## src/rtl/pc_gen.sv

```systemverilog
// pc_gen: registered fetch-address generator for the F stage of the pipelined core.
// It holds the PC during a stall and buffers one pending redirect until the stall
// ends. It also handles exception entry and eret return, and flags illegal fetch
// addresses.
//
// Ports:
//   clk            system clock, rising edge
//   reset          synchronous reset, active-low
//   stall          hold F stage
//   br_taken       conditional branch in D resolved taken
//   br_offset      sign-extended branch immediate (word offset)
//   j_en, j_index  j/jal in D and its 26-bit index
//   jr_en, jr_addr jr/jalr in D and its forwarded rs value
//   d_pc           PC of the instruction in D (base for branch/jump targets)
//   exc_req        take exception, vector to EXC_VECTOR
//   eret_req, epc  eret committing and its return address
//   pc             current fetch address (register)
//   pc_adel        fetch address misaligned or outside [IMEM_LO, IMEM_HI]
//   redirect_lost  one-cycle pulse: a fresh redirect was dropped while draining a pending one
module pc_gen #(
    parameter logic [31:0] RESET_PC   = 32'h0000_3000,
    parameter logic [31:0] EXC_VECTOR = 32'h0000_4180,
    parameter logic [31:0] IMEM_LO    = 32'h0000_3000,
    parameter logic [31:0] IMEM_HI    = 32'h0000_6ffc
) (
    input  logic        clk,
    input  logic        reset,
    input  logic        stall,
    input  logic        br_taken,
    input  logic [31:0] br_offset,
    input  logic        j_en,
    input  logic [25:0] j_index,
    input  logic        jr_en,
    input  logic [31:0] jr_addr,
    input  logic [31:0] d_pc,
    input  logic        exc_req,
    input  logic        eret_req,
    input  logic [31:0] epc,
    output logic [31:0] pc,
    output logic        pc_adel,
    output logic        redirect_lost
);

    logic        pendValid;
    logic [31:0] pendAddr;

    logic [31:0] dPcPlus4;
    logic [31:0] brTarget;
    logic [31:0] jTarget;
    logic        redir;
    logic [31:0] redirAddr;

    logic [31:0] pcNext;
    logic        pendValidNext;
    logic [31:0] pendAddrNext;
    logic        redirectLostNext;

    // Targets are relative to the redirecting instruction in D, not the fetch PC.
    assign dPcPlus4 = d_pc + 32'd4;
    assign brTarget = dPcPlus4 + {br_offset[29:0], 2'b00};
    assign jTarget  = {dPcPlus4[31:28], j_index, 2'b00};
    assign redir    = jr_en | j_en | br_taken;

    always_comb begin
        redirAddr = brTarget;
        if (jr_en) begin
            redirAddr = jr_addr;
        end else if (j_en) begin
            redirAddr = jTarget;
        end
    end

    always_comb begin
        pcNext           = pc + 32'd4;
        pendValidNext    = pendValid;
        pendAddrNext     = pendAddr;
        redirectLostNext = 1'b0;
        if (exc_req) begin
            pcNext        = EXC_VECTOR;
            pendValidNext = 1'b0;
        end else if (eret_req) begin
            pcNext        = epc;
            pendValidNext = 1'b0;
        end else if (stall) begin
            pcNext = pc;
            if (redir) begin
                // Newest redirect wins; an older buffered one is overwritten.
                pendAddrNext  = redirAddr;
                pendValidNext = 1'b1;
            end
        end else if (pendValid) begin
            // The buffered redirect is older, so it takes this slot and any
            // simultaneous fresh redirect is dropped and reported.
            pcNext           = pendAddr;
            pendValidNext    = 1'b0;
            redirectLostNext = redir;
        end else if (redir) begin
            pcNext = redirAddr;
        end
    end

    always_ff @(posedge clk) begin
        if (!reset) begin
            pc            <= RESET_PC;
            pendValid     <= 1'b0;
            pendAddr      <= 32'h0;
            redirect_lost <= 1'b0;
        end else begin
            pc            <= pcNext;
            pendValid     <= pendValidNext;
            pendAddr      <= pendAddrNext;
            redirect_lost <= redirectLostNext;
        end
    end

    // The core keeps fetching from a bad address; CP0 decides what to do with it.
    assign pc_adel = (pc[1:0] != 2'b00) | (pc < IMEM_LO) | (pc > IMEM_HI);

endmodule

```

## config.mk

```make
export PLATFORM = sky130hd
export DESIGN_NAME = pc_gen
export DESIGN_NICKNAME = d
export VERILOG_FILES = /design/src/rtl/pc_gen.sv
export SDC_FILE = /design/constraint.sdc
export NUM_CORES = 1
export LEC_CHECK = 0
export ABC_CLOCK_PERIOD_IN_PS = 4200
export BUFFER_PORTS_ARGS = -buffer_cell sky130_fd_sc_hd__buf_2
export CAP_MARGIN = 5
export CORE_ASPECT_RATIO = 0.6
export CORE_UTILIZATION = 54
export CTS_CLUSTER_SIZE = 8
export DETAILED_ROUTE_END_ITERATION = 16
export GPL_ROUTABILITY_DRIVEN = 1
export PLACE_DENSITY = 0.83
export SYNTH_ARGS = -nofsm -noshare
export SYNTH_HDL_FRONTEND = slang
export SYNTH_SLANG_ARGS = --single-unit
```

## constraint.sdc

```tcl
create_clock -name clk -period 4.2 [get_ports clk]
set_input_delay 0.21 -clock clk [delete_from_list [all_inputs] [get_ports clk]]
set_output_delay 0.21 -clock clk [all_outputs]
set_load 0.02 [all_outputs]
```

==> flow_summary_export.csv <==
group,metric,value,unit
setup_path,rr_worst_depth,8,
timing,maxSlewHeadroom,13.6,%
setup_path,cp-start-kind,"input port",
cts,cts.sinks,66,
global_routing,grt_max_degree,61,
global_routing,antenna_found_initial,0,
cts,insertion_delay,0.34,ns
status,outcome,"finished, final reports clean",
setup_path,crit_cells,15,
timing,rsz0062_at_grt,"no",
setup_path,cp-end-kind,"flop",
timing,fin_tns_setup,0,ns
yosys,synth-edff-count,0,
detailed_routing,drc,0,
detailed_routing,via_per_inst,6.53,
floorplanning,start_util,55.8,%
yosys,synth_top_family_by_area,"compound AO/OA/AOI/OAI gates",
timing,post-route-period-util,86.4,%
floorplanning,chipHeight,88.7,microns
setup_path,worstSetupStartpoint,"d_pc[8]",
global_routing,gr-usage-all-layers,37.1,%
setup_path,cp-endpoint,"pendAddr[31]$_SDFFE_PN0P_",
detailed_routing,initialDrtViolationCount,940,
cts,postCtsSetupBuffers,0,
timing,clock_skew,0.00670,ns
cts,numCtsBuffers,9,
timing,fmax,276,MHz
timing,worst_pin_slew,1.29,ns
yosys,ys.flop_type,"dfxtp_1",
yosys,yosysTopAreaCellShare,19.5,%
detailed_routing,drt.antenna.violating_nets,0,
pwr,peakVddDrop,212,uV
floorplanning,die_w,147,microns
global_routing,grt_pass1_wl,37.8,mm
global_routing,grt_overflow,0,
setup_path,worst_path_largest_cell_delay,0.45,ns
yosys,syn_nets,1142,
yosys,ys_async_sr_fraction,0,%
yosys,ys_warn_count,0,
timing,hold_violations,0,
global_routing,grt_pass1_vias,7315,
yosys,synth_cells,947,
setup_path,crit_buf_inv,1,
yosys,yosys.area_share.simple,27.1,%
yosys,syn_area_per_cell,7.15,sq um
pwr,pwr_density_cell,286,mW/mm^2
timing,setup_ws,0.572,ns
detailed_routing,avgRoutedWirePerCell,19.2,microns
setup_path,path_delay_family,"compound AO/OA/AOI/OAI gates",
place,hpwl,18.6,mm
cells_and_area,syn2layout_area_growth,20.3,%
yosys,synthAdderAreaFrac,6.21,%
timing,fin_crit,3.63,ns
cells_and_area,antenna_cells,0,
timing,drv_slew,0,
cts,clk_path_buf_depth,2,
job,maxCapViolCount,0,
timing,setup_viol_count_final,0,
yosys,yosys_register_bits,66,
yosys,ys_seq_area_share,19.5,%
cts,cts_tree,"yes",
cts,clk_pin_slew,0.06,ns
place,pre_cts_slack,0.277,ns
yosys,syn_area,0.00677,sq mm
cts,htreeDepth,3,
cts,cts_root_buf,"clkbuf_16",
detailed_routing,postRouteWirelength,24.5,mm
hold_path,hp-class,"input port to flop",
cells_and_area,drive_above_1_share,23.2,%
place,io_buffers,193,
hold_path,holdPathStages,3,
cts,ctsHoldBuffers,0,
floorplanning,io_pins,196,
detailed_routing,dr.pass1.iters,6,
detailed_routing,vias,8326,
setup_path,cpMaxStageDelayCell,"o32ai_1",
yosys,synth-xor-area-share,8.02,%
cells_and_area,nets,1301,
floorplanning,rows,31,
floorplanning,dieArea,0.0130,sq mm
setup_path,arrival,3.84,ns
setup_path,cpMostUsedCell,"a21oi_1",
setup_path,path_cells,"buf_2, and4_1, nand4_1, nor2_1, nand3_1, xnor2_1, ha_1, a21oi_1, a211oi_1, o32ai_1, a311o_1, o41ai_1, o311a_1, a21oi_1, a31oi_1",
pwr,power.leakage,0.00344,uW
setup_path,crit_fanout,7,
yosys,synth_compound_area_share,31.9,%
place,gp_congestion,1.01,
setup_path,r2r_start,"pc[8]$_SDFFE_PN0P_",
setup_path,cp.required,4.41,ns
floorplanning,placeableCoreArea,0.0121,sq mm
cts,cts.repair.resized,0,
setup_path,worstSetupPathType,"input port to flop",
yosys,synth.area.mux_share,1.79,%
yosys,synth_area_leader_cell,"dfxtp_1",
setup_path,rrSetupSlack,1.40,ns
yosys,yosysUniqueCellTypes,82,
setup_path,r2r_end,"pc[25]$_SDFFE_PP0P_",
yosys,synth.area.top_cells,"dfxtp_1 (20%), nand2_1 (6.3%), ha_1 (5.9%)",
-- tightest hold or removal path: stages --
cell,delay [ns]
buf_2,0.08
nand3_1,0.06
o31ai_1,0.06
-- placed cells by master, fill, tap and decap left out, types with 13 or more instances in the layout --
cell type / Yosys / final
a31oi_1: 16 / 16
dfxtp_1: 66 / 66
a21o_1: 15 / 15
a21oi_1: 78 / 78
inv_1: 13 / 13
ha_1: 32 / 32
nand3_1: 63 / 63
o21ai_0: 75 / 75
xnor2_1: 41 / 41
a211oi_1: 19 / 19
nand4_1: 27 / 27
nor3_1: 20 / 19
xor2_1: 21 / 21
nor2_1: 66 / 66
and3_1: 15 / 15
o211ai_1: 19 / 19
buf_4: 0 / 17
buf_2: 5 / 193
nand2_1: 113 / 113
-- per-layer routing --
metal / part of all wire [%] / track usage (%) / up-vias
met5: 0 / 0 / -
met4: 2.7 / 14.0 / 0
met3: 13 / 8.92 / 60
met2: 41 / 55.4 / 576
met1: 44 / 51.9 / 3821
li1: - / - / 3869
-- registers in the layout, indices dropped and copies added (netlist names), named ones only --
name           cells
pc                30
pendAddr          32
pendValid          1
redirect_lost      1
-- how the worst min path moves through the flow --
| stage | slack [ns] | from | to |
|---|---|---|---|
| floorplan | 0.35 | epc[10] | pc[10]$_SDFFE_PP0P_ |
| global placement | 0.45 | epc[4] | pc[4]$_SDFFE_PP0P_ |
| detailed placement | 0.44 | epc[4] | pc[4]$_SDFFE_PP0P_ |
| CTS | 0.09 | epc[4] | pc[4]$_SDFFE_PP0P_ |
| global route | 0.10 | epc[4] | pc[4]$_SDFFE_PP0P_ |
| finish | 0.09 | epc[4] | pc[4]$_SDFFE_PP0P_ |
-- final cells by class --
cell class / instances / area [sq um]
repair buffers: 211 / 1110
flip-flops and latches: 66 / 1320
fillers: 1109 / 4000
inverters: 16 / 60.1
multi-input cells: 802 / 5090
clock inverters: 5 / 100
clock buffers: 11 / 253
well taps: 165 / 206
-- report_power, final --
part / leakage (uW) / total [uW] / internal (uW) / switching (uW)
clock: 0.000176 / 900 / 610 / 290
combinational: 0.00273 / 730 / 292 / 438
sequential: 0.000540 / 700 / 658 / 41.8
-- cells in the mapped netlist (all sizes together) (7+ instances only) --
| cell | n |
|---|---|
| a211oi | 21 |
| a21boi | 10 |
| a21o | 18 |
| a21oi | 78 |
| a221oi | 12 |
| a31oi | 16 |
| and2 | 11 |
| and3 | 16 |
| buf | 11 |
| clkbuf | 52 |
| dfxtp | 66 |
| ha | 32 |
| inv | 15 |
| mux2i | 11 |
| nand2 | 113 |
| nand2b | 9 |
| nand3 | 63 |
| nand4 | 27 |
| nor2 | 66 |
| nor3 | 21 |
| nor4 | 10 |
| o211ai | 19 |
| o21a | 8 |
| o21ai | 80 |
| o31ai | 7 |
| or3 | 12 |
| xnor2 | 41 |
| xor2 | 21 |
-- per-stage QoR --
step	instance area [sq um]	hold WS, ns	power, uW	util [%]	std cells
4_1_cts	8140	0.0933	2310	67.1	1276
6_report	8140	0.0942	2330	67.1	1276
2_1_floorplan	6770	0.351	1180	-	947
3_5_place_dp	7790	0.444	1420	64.2	1260
3_3_place_gp	7790	0.445	1410	64.2	1260
5_1_grt	8140	0.103	2420	67.1	1276
-- cells by family (layout without fill, tap and decap cells) --
family / Yosys count / after routing
AND/OR/NAND/NOR: 369 / 369
buffers and inverters: 79 / 243
adder cells (fa/ha/maj): 33 / 33
AO/OA/AOI/OAI: 326 / 326
XOR/XNOR: 62 / 62
flip-flops: 66 / 66
multiplexers: 12 / 12
Power figures use the tool's default switching activity.
